--- src/rtl/mux_scan_n.sv ---
// N-channel, W-bit registered multiplexer with a manual mode and an auto-scan mode.
// Define MUX_SCAN_PARITY_EN to add out_par, the registered even parity of the selected channel.
//
// state  | meaning
// IDLE   | disabled; outputs hold, out_valid low, scan position frozen
// MANUAL | out follows channel sel, one cycle late
// SCAN   | out steps through the channels, holding each one for DWELL cycles
module mux_scan_n #(
    parameter  int N     = 16,
    parameter  int W     = 1,
    parameter  int DWELL = 1,
    localparam int SELW  = ($clog2(N) < 1) ? 1 : $clog2(N)
) (
    input  logic            clk,
    input  logic            rst_n,
    input  logic [N*W-1:0]  in_bus,
    input  logic [SELW-1:0] sel,
    input  logic            mode,
    input  logic            en,
    output logic [W-1:0]    out,
    output logic [SELW-1:0] out_sel,
    output logic            out_valid
`ifdef MUX_SCAN_PARITY_EN
    ,
    output logic            out_par
`endif
);

    typedef enum logic [1:0] {
        IDLE   = 2'd0,
        MANUAL = 2'd1,
        SCAN   = 2'd2
    } state_t;

    localparam logic [15:0]     DWELL_LAST = 16'(DWELL - 1);
    localparam logic [SELW-1:0] IDX_LAST   = SELW'(N - 1);

    state_t          state;
    logic [SELW-1:0] idx;
    logic [15:0]     dwell;

    logic [W-1:0]    sel_data;
    logic            sel_ok;
    logic            entering;
    logic [SELW-1:0] cur_idx;
    logic [15:0]     cur_dwell;
    logic [W-1:0]    scan_data;
    logic            scan_last;
    logic [SELW-1:0] nxt_idx;

    // Decoded mux: an out-of-range select matches nothing, so the result is 0 rather than X.
    always_comb begin
        sel_data = '0;
        sel_ok   = 1'b0;
        for (int k = 0; k < N; k++) begin
            if (sel == SELW'(k)) begin
                sel_data = in_bus[k*W +: W];
                sel_ok   = 1'b1;
            end
        end
    end

    // The entry cycle into SCAN is also the first dwell cycle of the start channel,
    // so the start position is taken straight from sel and the count starts from zero.
    always_comb begin
        entering  = (state != SCAN);
        cur_idx   = entering ? (sel_ok ? sel : '0) : idx;
        cur_dwell = entering ? '0 : dwell;
        scan_last = (cur_dwell == DWELL_LAST);
        nxt_idx   = (cur_idx == IDX_LAST) ? '0 : cur_idx + SELW'(1);
    end

    always_comb begin
        scan_data = '0;
        for (int k = 0; k < N; k++) begin
            if (cur_idx == SELW'(k)) begin
                scan_data = in_bus[k*W +: W];
            end
        end
    end

    always_ff @(posedge clk or negedge rst_n) begin
        if (!rst_n) begin
            state     <= IDLE;
            idx       <= '0;
            dwell     <= '0;
            out       <= '0;
            out_sel   <= '0;
            out_valid <= 1'b0;
`ifdef MUX_SCAN_PARITY_EN
            out_par   <= 1'b0;
`endif
        end else if (!en) begin
            state     <= IDLE;
            out_valid <= 1'b0;
        end else if (!mode) begin
            state     <= MANUAL;
            out       <= sel_data;
            out_sel   <= sel;
            out_valid <= sel_ok;
`ifdef MUX_SCAN_PARITY_EN
            out_par   <= ^sel_data;
`endif
        end else begin
            state     <= SCAN;
            out       <= scan_data;
            out_sel   <= cur_idx;
            out_valid <= 1'b1;
`ifdef MUX_SCAN_PARITY_EN
            out_par   <= ^scan_data;
`endif
            if (scan_last) begin
                dwell <= '0;
                idx   <= nxt_idx;
            end else begin
                dwell <= cur_dwell + 16'd1;
                idx   <= cur_idx;
            end
        end
    end

endmodule

--- config.mk ---
export PLATFORM = sky130hd
export DESIGN_NAME = mux_scan_n
export DESIGN_NICKNAME = d
export VERILOG_FILES = /design/src/rtl/mux_scan_n.sv
export SDC_FILE = /design/constraint.sdc
export NUM_CORES = 1
export LEC_CHECK = 0
export CAP_MARGIN = 20
export CORE_MARGIN = 1.5
export CORE_UTILIZATION = 55
export DETAILED_ROUTE_END_ITERATION = 8
export PLACE_DENSITY = 0.84
export SETUP_SLACK_MARGIN = 0.15
export SLEW_MARGIN = 25
export SYNTH_ARGS = -nofsm -noshare
export SYNTH_HDL_FRONTEND = slang
export SYNTH_SLANG_ARGS = --single-unit
--- constraint.sdc ---
create_clock -name clk -period 3 [get_ports clk]
set_input_delay 0.75 -clock clk [delete_from_list [all_inputs] [get_ports clk]]
set_output_delay 0.75 -clock clk [all_outputs]
set_load 0.005 [all_outputs]
After elaboration in Yosys (flattened, before gate mapping):

Index checks and enable logic that the tools add are counted.

* flip-flop bits (word level): 28
* input bits: 24
* word-level logic and storage cells: 103
* output and inout port bits: 6

* add/sub/neg operators: 2
* mux-type cells: 60
* eq/ne operators: 31
* reduce and logical (&&, ||, !) cells: 4

Operators with widths (count)
* 4-bit equality test, second input constant: 16
* 1-bit 2-to-1 mux: 51
* 4-bit by 3-bit equality test with 1-bit output, second input constant: 8
* 16-bit 2-to-1 mux: 2
* 4-bit 2-to-1 mux: 5
* 16-bit by 1-bit adder with 16-bit output, second input constant: 1
* 4-bit by 2-bit equality test with 1-bit output, second input constant: 4
* 16-bit logical NOT: 1
* 4-bit by 1-bit equality test with 1-bit output, second input constant: 2
* 4-bit logical NOT: 2
* 4-bit by 1-bit adder with 4-bit output, second input constant: 1
* 2-bit 2-to-1 mux: 2
* 2-bit != test, second input constant: 1
* 2-bit AND reduction: 1

Logic depth before layout (Yosys ltp):

Gate-level depths: netlist of the first run.

* depth in word-level cells: 37
* mapped depth: 11
* depth with buffers taken out: 9

Worst setup path after synthesis of the first run:

Ideal clock, no wire load.

* path kind: input-to-reg
* start: input port sel[0]
* end: register out
* slack: 0.519 ns
* library setup time: 0.142 ns
* arrival time: 2.339 ns
* stages on the path: 9
* required time: 2.858 ns
* path buffers: 1
* cell sequence: buf_6 -> mux2i_1 -> inv_1 -> ha_1 -> nand2_1 -> o21ai_0 -> mux4_2 -> nor3_2 -> o31ai_2

* word-level cells in the longest chain between the ends: 37
* elaborated cells on any way between the ends: 83
* classes of those cells: eq/ne: 30; mux: 51; reduce/logical: 2

Ends and longest elaborated chain
* from (decl): RTL line 17 `input logic [SELW-1:0] sel,`
* 4-bit logical NOT: RTL line 56 `if (sel == SELW'(k)) begin`
* 1-bit 2-to-1 mux (16 in a row): RTL line 56
* 4-bit 2-to-1 mux (2 in a row): RTL line 67 `cur_idx = entering ? (sel_ok ? sel : '0) : idx;`
* 4-bit logical NOT: RTL line 76 `if (cur_idx == SELW'(k)) begin`
* 1-bit 2-to-1 mux (16 in a row): RTL line 76
* 1-bit 2-to-1 mux (*): RTL line 96 `end else if (!mode) begin`
* to (signal assigned): RTL line 98 `out <= sel_data;`
* to (signal assigned): RTL line 106 `out <= scan_data;`
* to (decl): RTL line 20 `output logic [W-1:0] out,`

Mark *: on every way between the ends. The rest lies on a longest branch, timed or not.
A chain may end at the register's enable or synchronous reset.

Worst setup path after layout of the first run:

Same ends and word-level chain as after synthesis.

==> results.py, run 1 <==
metrics = {
    "yosys": {
        "netlist_top_cells_area": "sky130_fd_sc_hd__dfrtp_1 (33%), sky130_fd_sc_hd__nand2_1 (5.2%), sky130_fd_sc_hd__o21ai_0 (4.5%), sky130_fd_sc_hd__mux2_2 (4.3%), sky130_fd_sc_hd__ha_1 (3.6%)",
        "async_flop_share_pct": 100,
        "post-synth-top-count-cell": "sky130_fd_sc_hd__nand2_1",
        "synth.top_cell.area_share_pct": 33.3,
        "yosys_most_used_dff": "sky130_fd_sc_hd__dfrtp_1",
        "netlist_area_um2": 2100,
        "synth-seq-area-share_pct": 33.3,
        "top_cells_by_count_synth": "sky130_fd_sc_hd__nand2_1 (29), sky130_fd_sc_hd__dfrtp_1 (28), sky130_fd_sc_hd__o21ai_0 (19)",
        "synth.net_count": 261,
        "postSynthRegisterBits": 28,
        "syn-instance-count": 231,
        "synthesis.area_per_instance_um2": 9.10,
        "synth_enable_flop_cells": 0,
        "netlist.top_cell.by_area": "sky130_fd_sc_hd__dfrtp_1",
        "synth-warning-count": 0,
        "ys_types": 57,
    },
    "clock_network": {
        "insertion_delay_ns": 0.28,
        "cts_tree": "built",
        "clock_sink_count": 28,
        "count_of_buffers_added_by_post_cts_timing_repair_for_setup": 0,
        "clk_pin_slew_ns": 0.09,
        "htree_levels": 1,
        "clock_tree.root_cell": "sky130_fd_sc_hd__clkbuf_8",
        "ctsLongestPathBuffers": 2,
        "postCtsResizedCells": 0,
        "cts_hold_buf": 0,
        "tritoncts.num_buffers": 3,
    },
    "worst_setup_path": {
        "r2r.worst_path.cells": 8,
        "path_class": "in2reg",
        "crit_start": "sel[0]",
        "crit_slowest_cell": "sky130_fd_sc_hd__clkdlybuf4s50_1",
        "critical_path.endpoint": "out",
        "r2r-end": "dwell[11]",
        "arrival_ns": 2.78,
        "regToRegStartpoint": "state[1]",
        "cp_data_required_time_ns": 3.16,
        "cp_max_fo": 8,
        "r2r_slack_ns": 0.46,
        "sequence_of_cells_on_the_critical_path": "clkdlybuf4s50_1 -> mux2i_1 -> inv_1 -> ha_1 -> nand2_1 -> o21ai_0 -> mux4_2 -> nor3_2 -> o31ai_2",
        "cpPeakStageDelay_ns": 0.51,
        "critical_path.top_delay_family": "multiplexers",
        "cp.depth": 9,
        "end_kind": "flip-flop",
        "critPathBufInv": 2,
        "worst_setup_path_start_kind": "input port",
    },
    "timing": {
        "clock_period_minus_worst_slack_ns": 2.63,
        "finalHoldViolations": 0,
        "fin_tns_setup_ns": 0,
        "worst_clock_skew_ns": 0.00314,
        "slew-limit-headroom_pct": 65.1,
        "final_setup_viols": 0,
        "final-max-slew-violation-count": 0,
        "rsz0062_at_grt": "false",
        "final_min_period_over_clock_period_pct": 87.6,
        "maxClockFrequency_ghz": 0.381,
        "transition_time_of_the_tightest_slew_check_pin_ns": 0.522,
        "setup_slack_ns": 0.373,
    },
    "grt": {
        "largest_net_degree_at_the_start_of_global_routing": 29,
        "met1_usage_pct": 36.7,
        "first_global_vias": 1776,
        "grt_first_pass_wirelength_um": 8420,
        "grt-busiest-layer": "met2",
        "grt_util_met3_pct": 2.78,
        "gr-usage-met2_pct": 40.3,
        "overflow": 0,
        "antenna_found_initial": 0,
        "grt.total_usage_pct": 26.1,
    },
    "place": {
        "port_buffers": 29,
        "placedCellCount": 304,
        "detailedPlace.worstSlack_ns": 0.0803,
        "detailed_place_hpwl_um": 3870,
        "globalplace.congestion": 0.911,
    },
    "drt": {
        "post-route-drc-count": 1,
        "first_pass_iteration_count_of_the_detailed_router": 6,
        "vias_per_cell": 6.14,
        "dr.first_iter.drc_count": 221,
        "finalWirelength_um": 5160,
        "routed-via-count": 1884,
        "route.antenna.remaining_nets": 0,
        "routed_wire_length_per_instance_um": 16.8,
    },
    "pwr": {
        "static-leakage-power_uw": 0.00108,
        "totalPowerFinal_uw": 882,
        "p_per_area_nw_per_um2": 354,
        "ir_worst_vdd_mv": 0.154,
    },
    "floorplan": {
        "die_h_um": 64.8,
        "dieArea_um2": 4200,
        "ios": 30,
        "start_util_pct": 57.4,
        "site_rows": 22,
        "core_area_um2": 3660,
        "chipWidth_um": 64.8,
    },
    "outcome": {
        "status": "finished, violations left",
        "failed_checks": "design-rule violations",
    },
    "final_layout": {
        "layout-drive-gt1-share_pct": 15.1,
        "combined_area_of_the_multi_input_logic_cells_um2": 1270,
        "areaGrowthSynthToFinish_pct": 18.4,
        "diodes": 0,
        "layout.cells.non_filler": 307,
        "finish.net_count": 291,
        "filler_cell_count": 294,
        "register_area_um2": 701,
    },
    "hold_path": {
        "hold_path_class": "reg2reg",
    },
    "run": {
        "timing.max_cap.violations": 0,
    },
}
==> cell type report <==
| cell class | count | area share [%] |
|---|---|---|
| clock buffer | 3 | 1.66 |
| inverter | 13 | 1.96 |
| multi-input combinational | 176 | 51.1 |
| sequential | 28 | 28.2 |
| tap | 48 | 2.41 |
| timing repair buffer | 39 | 14.7 |
==> registers in the layout (all words and copies together), names as in the netlist <==
register and flops:
out 1, out_sel 4, dwell 16, state 2
idx 4, out_valid 1
==> how the worst min path moves through the flow <==
stage | start | to | slack, ns | cells after the start
6_report | idx[1] | idx[1] | 0.51 | 2
5_1_grt | out_sel[0] | out_sel[0] | 0.53 | 1
4_1_cts | out_sel[0] | out_sel[0] | 0.52 | 1
3_5_place_dp | idx[1] | idx[1] | 0.50 | 2
3_3_place_gp | idx[0] | idx[0] | 0.49 | 2
2_1_floorplan | rst_n | dwell[0] | 0.45 | 0
==> through the flow <==
step           area, um^2  utilization (%)  hold slack, ns
2_1_floorplan        2100                -           0.454
3_3_place_gp         2450             66.8           0.487
3_5_place_dp         2450             66.8           0.496
4_1_cts              2490             68.0           0.519
5_1_grt              2490             68.0           0.527
6_report             2490             68.0           0.515
==> power breakdown <==
| group | internal (uW) | leakage (uW) | total, uW | switching [uW] |
|---|---|---|---|---|
| clock | 90.5 | 0.0000216 | 211 | 120 |
| combinational | 131 | 0.000696 | 249 | 118 |
| sequential | 402 | 0.000367 | 422 | 19.7 |
==> logic make-up after synthesis <==
kind of cell,count (synthesis),share of synthesized area (%)
XOR/XNOR,2,0.833
buffers and inverters,27,6.13
flip-flops,28,33.3
AND/OR/NAND/NOR,87,24.8
multiplexers,22,13.9
AO/OA/AOI/OAI,59,17.4
adder cells (fa/ha/maj),6,3.57
==> layer usage <==
metal / part of all wire (%) / vias up
met5: 0 / -
met4: 2.4 / 0
met3: 4.0 / 10
met2: 47 / 56
met1: 46 / 915
li1: - / 903
==> placed cells by master (no fill, tap or decap), types with 5 or more instances in the layout <==
| cell | synthesis | final |
|---|---|---|
| sky130_fd_sc_hd__nand2_1 | 29 | 29 |
| sky130_fd_sc_hd__clkdlybuf4s50_1 | 0 | 29 |
| sky130_fd_sc_hd__dfrtp_1 | 28 | 28 |
| sky130_fd_sc_hd__o21ai_0 | 19 | 19 |
| sky130_fd_sc_hd__a21oi_1 | 12 | 12 |
| sky130_fd_sc_hd__inv_1 | 11 | 11 |
| sky130_fd_sc_hd__nor2_1 | 11 | 11 |
| sky130_fd_sc_hd__buf_4 | 0 | 10 |
| sky130_fd_sc_hd__nor3_1 | 9 | 9 |
| sky130_fd_sc_hd__mux2_2 | 8 | 8 |
| sky130_fd_sc_hd__mux2i_1 | 7 | 7 |
| sky130_fd_sc_hd__o21ai_1 | 6 | 6 |
| sky130_fd_sc_hd__ha_1 | 6 | 6 |
| sky130_fd_sc_hd__nand4_1 | 5 | 5 |
==> tightest hold or removal path: stages, from the launching register on <==
cell                      delay, ns
sky130_fd_sc_hd__dfrtp_1       0.37
sky130_fd_sc_hd__nand2_1       0.05
sky130_fd_sc_hd__o21ai_1       0.06
(Power assumes the default switching activity.)
==> run 2: changes to the inputs <==
--- a/config.mk
+++ b/config.mk
@@ -6,6 +6,7 @@
 export NUM_CORES = 1
 export LEC_CHECK = 0
 export CAP_MARGIN = 20
+export CORE_ASPECT_RATIO = 1.2
 export CORE_MARGIN = 1.5
 export CORE_UTILIZATION = 55
 export DETAILED_ROUTE_END_ITERATION = 8
==> results.py, run 2 (same netlist as run 1, synthesis figures left out) <==
metrics = {
    "clock_network": {
        "cts_hold_buf": 0,
        "clock_sink_count": 28,
        "clk_pin_slew_ns": 0.10,
        "htree_levels": 1,
        "count_of_buffers_added_by_post_cts_timing_repair_for_setup": 0,
        "tritoncts.num_buffers": 3,
        "cts_tree": "built",
        "postCtsResizedCells": 0,
        "insertion_delay_ns": 0.28,
        "ctsLongestPathBuffers": 2,
        "clock_tree.root_cell": "sky130_fd_sc_hd__clkbuf_8",
    },
    "final_layout": {
        "layout-drive-gt1-share_pct": 15.4,
        "layout_common_cells": "sky130_fd_sc_hd__nand2_1 (29), sky130_fd_sc_hd__clkdlybuf4s50_1 (29), sky130_fd_sc_hd__dfrtp_1 (28)",
        "final_core_util_pct": 69.5,
        "largest_register_ff_count": 16,
        "largest_register_by_flop_count": "dwell",
        "layout.cells.non_filler": 312,
        "filler_cell_count": 290,
        "registers_with_the_most_flip_flops": "dwell (16), idx (4), out_sel (4)",
        "areaGrowthSynthToFinish_pct": 20.1,
        "combined_area_of_the_multi_input_logic_cells_um2": 1270,
        "register_area_um2": 701,
        "finish.net_count": 291,
        "diodes": 0,
    },
    "pwr": {
        "p_per_area_nw_per_um2": 385,
        "totalPowerFinal_uw": 971,
        "ir_worst_vdd_mv": 0.262,
        "static-leakage-power_uw": 0.00110,
    },
    "place": {
        "port_buffers": 29,
        "detailed_place_hpwl_um": 3730,
        "detailedPlace.worstSlack_ns": 0.143,
        "placedCellCount": 308,
        "globalplace.congestion": 0.951,
    },
    "drt": {
        "finalWirelength_um": 4840,
        "post-route-drc-count": 0,
        "routed_wire_length_per_instance_um": 15.5,
        "routed-via-count": 1904,
        "dr.first_iter.drc_count": 112,
        "vias_per_cell": 6.10,
        "route.antenna.remaining_nets": 0,
        "first_pass_iteration_count_of_the_detailed_router": 4,
    },
    "outcome": {
        "status": "finished clean",
    },
    "worst_setup_path": {
        "sequence_of_cells_on_the_critical_path": "clkdlybuf4s50_1 -> mux2i_1 -> inv_1 -> ha_1 -> nand2_1 -> o21ai_0 -> mux4_2 -> nor3_2 -> o31ai_2",
        "crit_slowest_cell": "sky130_fd_sc_hd__clkdlybuf4s50_1",
        "cp_data_required_time_ns": 3.15,
        "cp_max_fo": 8,
        "critical_path.top_delay_family": "multiplexers",
        "cpPeakStageDelay_ns": 0.49,
        "arrival_ns": 2.72,
        "end_kind": "flip-flop",
        "worst_setup_path_start_kind": "input port",
        "critPathBufInv": 2,
        "path_class": "in2reg",
    },
    "floorplan": {
        "core_area_um2": 3630,
        "site_rows": 24,
        "die_h_um": 70.7,
        "ios": 30,
        "dieArea_um2": 4200,
        "chipWidth_um": 59.4,
        "start_util_pct": 57.9,
    },
    "grt": {
        "antenna_found_initial": 0,
        "largest_net_degree_at_the_start_of_global_routing": 29,
        "overflow": 0,
        "first_global_vias": 1885,
        "grt_first_pass_wirelength_um": 8390,
        "grt.total_usage_pct": 25.6,
    },
    "timing": {
        "worst_clock_skew_ns": 0.00304,
        "fin_tns_setup_ns": 0,
        "setup_slack_ns": 0.432,
        "slew-limit-headroom_pct": 66.8,
        "rsz0062_at_grt": "false",
        "transition_time_of_the_tightest_slew_check_pin_ns": 0.493,
        "clock_period_minus_worst_slack_ns": 2.57,
        "maxClockFrequency_ghz": 0.389,
        "final_min_period_over_clock_period_pct": 85.6,
        "finalHoldViolations": 0,
        "final-max-slew-violation-count": 0,
        "final_setup_viols": 0,
    },
    "hold_path": {
        "hold_path_class": "reg2reg",
    },
    "run": {
        "timing.max_cap.violations": 0,
    },
}
-- run 2: path summary, 6_finish.rpt --
kind | from | end | slack [ns] | cells past startpoint
max in group asynchronous | rst_n | out_sel[3] | 1.90 | 2
max | sel[0] | out | 0.43 | 9
min | out_sel[2] | out_sel[2] | 0.51 | 1
max reg2reg | state[1] | idx[1] | 0.56 | 8
min reg2reg | out_sel[2] | out_sel[2] | 0.51 | 1
min in group asynchronous | rst_n | dwell[7] | 0.84 | 2
-- run 2: final cells by class --
type	instances	area share (%)
Timing Repair Buffer	39	14.5
Multi-Input combinational cell	176	50.4
Clock buffer	3	1.64
Inverter	13	1.93
Tap cell	52	2.58
Clock inverter	1	1.19
Sequential cell	28	27.8
-- run 2: worst register-to-register path: cells and delay by family (launching register included) --
family                     cells  cell delay, ns
adders and majority gates      1            0.17
DFF                            1            0.46
muxes                          1            0.31
AOI/OAI and AO/OA              1            0.08
and+or+nand+nor                5            1.31
-- run 2: where the power goes --
part	switching (uW)	internal (uW)
combinational	116	131
sequential	20.1	402
clock	123	179
total	259	712
-- run 2: per-stage QoR --
step / hold WS, ns / area, um^2
after floorplan: 0.454 / 2100
after global placement: 0.489 / 2450
after detailed placement: 0.494 / 2450
after CTS: 0.517 / 2520
after global routing: 0.541 / 2520
final: 0.514 / 2520
-- run 2: metal layers --
metal | GRT usage (%) | vias up | wire length, um
li1 | - | 910 | -
met1 | 31.1 | 913 | 1990
met2 | 43.7 | 67 | 2520
met3 | 4.02 | 14 | 189
met4 | 11.1 | 0 | 144
met5 | 0 | - | 0
